$ cat config.mk
export PLATFORM = sky130hd
export DESIGN_NAME = simon_core
export DESIGN_NICKNAME = d
export VERILOG_FILES = /design/src/rtl/simon_core.sv
export SDC_FILE = /design/constraint.sdc
export NUM_CORES = 1
export LEC_CHECK = 0
export BUFFER_PORTS_ARGS = -buffer_cell sky130_fd_sc_hd__buf_2
export CAP_MARGIN = 0
export CORE_ASPECT_RATIO = 0.8
export CORE_MARGIN = 2
export CORE_UTILIZATION = 35
export CTS_CLUSTER_DIAMETER = 200
export CTS_CLUSTER_SIZE = 25
export DETAILED_ROUTE_END_ITERATION = 12
export PLACE_DENSITY = 0.6
export SYNTH_ARGS = -nofsm -noshare
export SYNTH_HDL_FRONTEND = slang
export SYNTH_SLANG_ARGS = --single-unit
$ cat constraint.sdc
create_clock -name clk_tick -period 5.2 [get_ports clk_tick]
set_input_delay 0.52 -clock clk_tick [delete_from_list [all_inputs] [get_ports clk_tick]]
set_output_delay 0.52 -clock clk_tick [all_outputs]
set_load 0.02 [all_outputs]
$ cat src/rtl/simon_core.sv
// Memory game controller: plays back a growing sequence from an external ROM,
// then checks the player's button presses against it, one round at a time.
module simon_core #(
  parameter  int N         = 16,
  parameter  int K         = 4,
  parameter  int ON_TICKS  = 2,
  parameter  int OFF_TICKS = 1,
  parameter  int TIMEOUT   = 0,
  parameter  int STRICT    = 0,
  localparam int VW        = ($clog2(K) > 1) ? $clog2(K) : 1,
  localparam int AW        = $clog2(N)
) (
  input  logic          clk_tick,
  input  logic          reset,
  input  logic          start_play,
  input  logic [VW-1:0] seq_val,
  output logic [AW-1:0] rd_addr,
  input  logic          btn_valid,
  input  logic [VW-1:0] btn_val,
  output logic [K-1:0]  led,
  output logic          error_led,
  output logic          win_led,
  output logic [AW:0]   score,
  output logic          busy
);

  localparam int TMAX = (ON_TICKS > OFF_TICKS) ? ON_TICKS : OFF_TICKS;
  localparam int TW   = ($clog2(TMAX) > 0) ? $clog2(TMAX) : 1;
  localparam int TOW  = ($clog2(TIMEOUT) > 0) ? $clog2(TIMEOUT) : 1;

  localparam logic [TW-1:0]  ON_LAST  = TW'(ON_TICKS - 1);
  localparam logic [TW-1:0]  OFF_LAST = TW'(OFF_TICKS - 1);
  localparam logic [TW-1:0]  ONE_T    = TW'(1);
  localparam logic [TOW-1:0] TO_LAST  = TOW'((TIMEOUT > 0) ? (TIMEOUT - 1) : 0);
  localparam logic [TOW-1:0] ONE_O    = TOW'(1);
  localparam logic [AW-1:0]  ONE_A    = AW'(1);
  localparam logic [AW:0]    ONE_R    = (AW + 1)'(1);
  localparam logic [AW:0]    N_W      = (AW + 1)'(N);
  localparam logic [VW:0]    K_W      = (VW + 1)'(K);

  typedef enum logic [2:0] {
    S_IDLE     = 3'd0,
    S_SHOW_ON  = 3'd1,
    S_SHOW_OFF = 3'd2,
    S_WAIT     = 3'd3,
    S_CHECK    = 3'd4,
    S_ERROR    = 3'd5,
    S_WIN      = 3'd6
  } state_t;

  // Out-of-range indices shift the single one past the top bit, giving a dark display.
  function automatic logic [K-1:0] onehot(input logic [VW-1:0] v);
    onehot = {{(K - 1){1'b0}}, 1'b1} << v;
  endfunction

  state_t        state_r, state_nxt;
  logic [AW:0]   round_r, round_nxt;
  logic [AW-1:0] play_idx_r, play_idx_nxt;
  logic [AW-1:0] input_idx_r, input_idx_nxt;
  logic [TW-1:0] tick_r, tick_nxt;
  logic [TOW-1:0] tmo_r, tmo_nxt;
  logic [VW-1:0] latched_btn_r, latched_nxt;
  logic [AW-1:0] rd_addr_r, rd_addr_nxt;
  logic [AW:0]   score_r, score_nxt;
  logic          go_s;
  logic          match_s;
  logic [K-1:0]  led_s;

  assign go_s = (((state_r == S_IDLE) || (state_r == S_WIN)) && start_play) ||
                ((state_r == S_ERROR) && (start_play || btn_valid));

  assign match_s = ({1'b0, latched_btn_r} < K_W) && (latched_btn_r == seq_val);

  // Next-state and datapath update for the game sequencer
  always_comb begin
    state_nxt     = state_r;
    round_nxt     = round_r;
    play_idx_nxt  = play_idx_r;
    input_idx_nxt = input_idx_r;
    tick_nxt      = tick_r;
    tmo_nxt       = tmo_r;
    latched_nxt   = latched_btn_r;
    rd_addr_nxt   = rd_addr_r;
    score_nxt     = score_r;
    case (state_r)
      S_IDLE, S_ERROR, S_WIN: begin
        if (go_s) begin
          state_nxt     = S_SHOW_ON;
          round_nxt     = ONE_R;
          play_idx_nxt  = '0;
          input_idx_nxt = '0;
          rd_addr_nxt   = '0;
          score_nxt     = '0;
          tick_nxt      = '0;
        end else begin
          state_nxt = state_r;
        end
      end
      S_SHOW_ON: begin
        if ((STRICT != 0) && btn_valid) begin
          state_nxt = S_ERROR;
        end else if (tick_r == ON_LAST) begin
          state_nxt = S_SHOW_OFF;
          tick_nxt  = '0;
        end else begin
          tick_nxt = tick_r + ONE_T;
        end
      end
      S_SHOW_OFF: begin
        if ((STRICT != 0) && btn_valid) begin
          state_nxt = S_ERROR;
        end else if (tick_r != OFF_LAST) begin
          tick_nxt = tick_r + ONE_T;
        end else if (({1'b0, play_idx_r} + ONE_R) < round_r) begin
          state_nxt    = S_SHOW_ON;
          tick_nxt     = '0;
          play_idx_nxt = play_idx_r + ONE_A;
          rd_addr_nxt  = rd_addr_r + ONE_A;
        end else begin
          state_nxt     = S_WAIT;
          tick_nxt      = '0;
          input_idx_nxt = '0;
          rd_addr_nxt   = '0;
          tmo_nxt       = '0;
        end
      end
      S_WAIT: begin
        // A press on the final allowed cycle takes priority over the timeout.
        if (btn_valid) begin
          latched_nxt = btn_val;
          state_nxt   = S_CHECK;
        end else if ((TIMEOUT > 0) && (tmo_r == TO_LAST)) begin
          state_nxt = S_ERROR;
        end else if (TIMEOUT > 0) begin
          tmo_nxt = tmo_r + ONE_O;
        end else begin
          tmo_nxt = tmo_r;
        end
      end
      S_CHECK: begin
        if (!match_s) begin
          state_nxt = S_ERROR;
        end else if (({1'b0, input_idx_r} + ONE_R) < round_r) begin
          state_nxt     = S_WAIT;
          input_idx_nxt = input_idx_r + ONE_A;
          rd_addr_nxt   = rd_addr_r + ONE_A;
          tmo_nxt       = '0;
        end else if (round_r == N_W) begin
          score_nxt = score_r + ONE_R;
          state_nxt = S_WIN;
        end else begin
          score_nxt    = score_r + ONE_R;
          state_nxt    = S_SHOW_ON;
          round_nxt    = round_r + ONE_R;
          play_idx_nxt = '0;
          rd_addr_nxt  = '0;
          tick_nxt     = '0;
        end
      end
      default: begin
        state_nxt = S_IDLE;
      end
    endcase
  end

  // State and datapath registers with synchronous reset
  always_ff @(posedge clk_tick) begin
    if (reset) begin
      state_r       <= S_IDLE;
      round_r       <= '0;
      play_idx_r    <= '0;
      input_idx_r   <= '0;
      tick_r        <= '0;
      tmo_r         <= '0;
      latched_btn_r <= '0;
      rd_addr_r     <= '0;
      score_r       <= '0;
    end else begin
      state_r       <= state_nxt;
      round_r       <= round_nxt;
      play_idx_r    <= play_idx_nxt;
      input_idx_r   <= input_idx_nxt;
      tick_r        <= tick_nxt;
      tmo_r         <= tmo_nxt;
      latched_btn_r <= latched_nxt;
      rd_addr_r     <= rd_addr_nxt;
      score_r       <= score_nxt;
    end
  end

  // Display decode from state, current ROM entry and latched press
  always_comb begin
    led_s = '0;
    case (state_r)
      S_SHOW_ON: led_s = onehot(seq_val);
      S_CHECK:   led_s = onehot(latched_btn_r);
      S_WIN:     led_s = '1;
      default:   led_s = '0;
    endcase
  end

  assign led       = led_s;
  assign rd_addr   = rd_addr_r;
  assign score     = score_r;
  assign error_led = (state_r == S_ERROR);
  assign win_led   = (state_r == S_WIN);
  assign busy      = (state_r == S_SHOW_ON) || (state_r == S_SHOW_OFF) ||
                     (state_r == S_CHECK);

endmodule
==> results <==
- The run finished with clean final reports.
- The CTS clock-pin slew for the worst setup and hold paths is roughly 0.10 ns.
- The final weighted congestion of routability-driven global placement is 0.805.
- The worst setup path is launched from a flip-flop.
- The internal power of the cells totals 433 uW.
- The repair_antennas step left the layout with diodes totalling 0.
- Along the worst hold path, the cell count comes to 3.
- The initial antenna violation count is 0.
- The sequential share of power is 38.4%.
- The area taken by multi-input logic gates is about 1400 um2.
- The critical path is of the flip-flop to primary output type.
- Counting flops and latches in the post-synthesis netlist gives 28.
- Relative to the synthesized area, the layout overhead comes to 10.4%.
- The critical path goes through or3b_1 > mux2i_1 > nor2_1 > o21ai_0 > o31ai_1 > buf_2.
- The count of final hold-check violations was 0.
- The end-of-flow core utilization is 39.5%.
- The fraction of the yosys area taken by sequential cells is between 20 and 30%.
- The leading cell type in the layout, fill and taps excluded is sky130_fd_sc_hd__dfxtp_1.
- Once detail routing completed, the nets flagged for antenna violations numbered 0.
- The number of clock buffers added by TritonCTS is 3.
- The first routing iteration left about 130 violations.
- The maximum number of pins on one net before global-route repair is 27.
- The tightest min-delay check is of the primary input to flip-flop type.
- The highest clock frequency the design can meet is ~320 MHz.
- Subtracting the final worst setup slack from the clock period gives between 3 and 4 ns.
- Setup repair after global routing left no endpoint under its margin.
- Setup violations remaining at the end of the flow were counted as 0.
- The post-DP HPWL is between 3000 and 4000 um.
- The total global-route track usage is between 10% and 20%.
- For this run, the detailed router's first-pass iteration total came to 4.
- The post-synthesis average cell area is about 7.8 um2.
- The final-stage net count is a little over 300.
- Once placement completed, the tool counted placed cells totaling ~360.
- For this configuration, the core starts out at a cell density of a little over a third.
- In the routed layout, each cell is associated on average with a via count of between 5 and 6.
- The sum of overflow across all layers after global routing is 0.
- Counting flops with a built-in enable in the synthesized netlist gives 0.
- In the layout the commonest cells are sky130_fd_sc_hd__dfxtp_1, sky130_fd_sc_hd__a21oi_1, sky130_fd_sc_hd__buf_2.
- The clock sink count is 28.
- Combinational logic is responsible for between 40% and 50% of the overall power.
- The top cell type by area accounts for roughly 27% of the synthesized area.
- The number of buffer cells added on primary ports is 23.
- Wires add up to ~4700 um.
- Hold repair after CTS inserted 0 buffers.
- The TritonCTS clock tree is done.
- Per report_power, the clock group accounts for between 10% and 20% of the total.
- For this run, the leading register cell type out of synthesis is sky130_fd_sc_hd__dfxtp_1.
- The worst-margin pin slew is a little over 0.7 ns.
- For this design the top-level I/O count stands at 24.
- The relative slew slack is 52.7%.
- The post-synthesis cell area is around 2100 um2.
- The post-synth net total is approximately 290.
- For this run, asynchronously set or reset flops after synthesis account for 0%.
- The clock tree root buffer cell is sky130_fd_sc_hd__clkbuf_8.
- The worst-case IR drop observed on VDD is 119 uV.
- In this run the power density over the cells is 320 nW/um2.
- The number of setup buffers added after CTS is 0.
- The critical path's slowest cell is sky130_fd_sc_hd__dfxtp_1.
- The maximum clock skew at final layout is between 0.008 and 0.009 ns.
- The count of final max-slew check failures came to 0.
- After synthesis, the cell types taking the most area are sky130_fd_sc_hd__dfxtp_1, sky130_fd_sc_hd__ha_1, sky130_fd_sc_hd__a21oi_1.
- The routed layout has 1875 vias.
- The number of distinct library cell variants in the gate-level netlist after synthesis is between 50 and 60.
- The arrival time at the worst endpoint is roughly 2.6 ns.
- The row count is 25.
- The die covers around 6600 um2.
- The endpoint required time on the critical path is approximately 4.7 ns.
- The number of global-route vias before repair is about 1700.
- The region available for standard cell placement spans between 5000 and 6000 um2.
- In this run the power spent charging and discharging nets is 302 uW.
- The synthesized design spends more area on one cell type than any other, namely sky130_fd_sc_hd__dfxtp_1.
- After the flow finishes, the layout carries non-filler instances totaling 362.
- For this run, design rule violations remaining after detail routing come to 0.
- The max-capacitance violation count is 0.
- The cell count after synthesis is around 270.
- The setup total negative slack is 0 ns.
- The peak fanout along the critical path is 22.
- The number of warnings issued by yosys is 0.
- After clock tree synthesis, the repair step resized 0 gates.
- The die outline height is roughly 73 um.
- In this run the number of H-tree levels came out at 1.
- The number of cell instances on the worst register-to-register path is 6.
- Dividing the final minimum period by the clock period gives 59.3%.
- STA classifies the critical path endpoint as a primary output.
- The fraction of layout instances using a drive strength above 1 is between 10% and 20%.
- For the worst-skew pair, the clock arrives at the later sink with an insertion delay of around 0.28 ns.
- The chip width is around 90 um.
- The leakage power total is between 0.0009 and 0.001 uW.
- Registers take roughly 560 um2.
- The maximum single-stage delay on the critical path is roughly 0.79 ns.
- The count of fill cells added during filler insertion is roughly 630.
- The switching share of total power is roughly two fifths.
- In the final routed layout, each cell accounts on average for 13.0 um.
- The maximum buffer depth of the clock tree is 2.
- The global-route wire length before repair is around 7700 um.
==> Yosys cell counts, types with 5 or more instances <==
| cell | n |
|---|---|
| sky130_fd_sc_hd__inv_1 | 15 |
| sky130_fd_sc_hd__a21o_1 | 5 |
| sky130_fd_sc_hd__mux2i_1 | 6 |
| sky130_fd_sc_hd__o21ai_0 | 15 |
| sky130_fd_sc_hd__nor2_1 | 22 |
| sky130_fd_sc_hd__nor2b_1 | 5 |
| sky130_fd_sc_hd__nand2b_1 | 6 |
| sky130_fd_sc_hd__nand3_1 | 16 |
| sky130_fd_sc_hd__o31ai_1 | 5 |
| sky130_fd_sc_hd__ha_1 | 14 |
| sky130_fd_sc_hd__clkbuf_1 | 6 |
| sky130_fd_sc_hd__buf_2 | 5 |
| sky130_fd_sc_hd__a21oi_1 | 26 |
| sky130_fd_sc_hd__nand2_1 | 22 |
| sky130_fd_sc_hd__xnor2_1 | 6 |
| sky130_fd_sc_hd__and3_1 | 5 |
| sky130_fd_sc_hd__dfxtp_1 | 28 |
==> layer usage <==
metal / global-route usage, % / wire length [um] / up-vias / part of all wire (%)
met5: 0 / 0 / - / 0
met4: 2.91 / 38 / 0 / 0.81
met3: 3.20 / 191 / 6 / 4.1
met2: 21.5 / 1900 / 33 / 41
met1: 21.1 / 2560 / 850 / 55
li1: - / - / 986 / -
==> metrics by stage <==
| step | total power (uW) | worst slack, ns | hold slack, ns | instance area (um2) |
|---|---|---|---|---|
| global route | 783 | 1.98 | 0.486 | 2300 |
| detailed placement | 596 | 2.46 | 0.473 | 2240 |
| global placement | 596 | 2.52 | 0.467 | 2240 |
| floorplan | 527 | 2.87 | 0.449 | 2080 |
| finish | 735 | 2.12 | 0.476 | 2300 |
| CTS | 739 | 2.13 | 0.475 | 2300 |
==> worst paths after layout <==
path                  start                to  slack [ns]
max              state_r[2]            led[2]        2.12
max reg2reg      state_r[2]        rd_addr[0]        2.48
min reg2reg  input_idx_r[1]    input_idx_r[1]        0.48
min              btn_val[1]  latched_btn_r[1]        0.48
==> sequential cells by signal, summed over array words and instances (netlist names) <==
signal,flops
score,5
play_idx_r,4
state_r,3
rd_addr,4
tick_r,1
latched_btn_r,2
round_r,5
input_idx_r,4
==> final cells by class <==
cell class | count | share of cell area, %
Clock buffer | 4 | 2.40
Inverter | 15 | 2.45
Multi-Input combinational cell | 211 | 61.3
Sequential cell | 28 | 24.4
Tap cell | 81 | 4.41
Timing Repair Buffer | 23 | 5.01
==> cells by family after synthesis <==
kind of cell             count (synthesis)  share of synthesized area, %
buffers and inverters                   27                          5.35
AND/OR/NAND/NOR                        105                          27.8
flip-flops                              28                          27.0
XOR/XNOR                                 8                          3.37
AO/OA/AOI/OAI                           75                          23.6
adder cells (fa/ha/maj)                 14                          8.42
multiplexers                             9                          4.51
==> power by group through the flow <==
| stage | Clock [uW] | Sequential, uW | Combinational [uW] |
|---|---|---|---|
| 2_1_floorplan | 0 | 262 | 265 |
| 3_3_place_gp | 0 | 285 | 310 |
| 3_5_place_dp | 0 | 286 | 310 |
| 4_1_cts | 147 | 281 | 311 |
| 5_1_grt | 152 | 289 | 343 |
| 6_report | 141 | 282 | 311 |
==> worst max-delay path, delay by kind of cell, from the launching register on <==
family,cells,cell delay [ns]
DFF,1,0.79
muxes,1,0.38
and+or+nand+nor,2,0.69
buffers and inverters,1,0.17
AOI/OAI and AO/OA,2,0.25
Note: power is estimated with default switching activity, not from simulation.
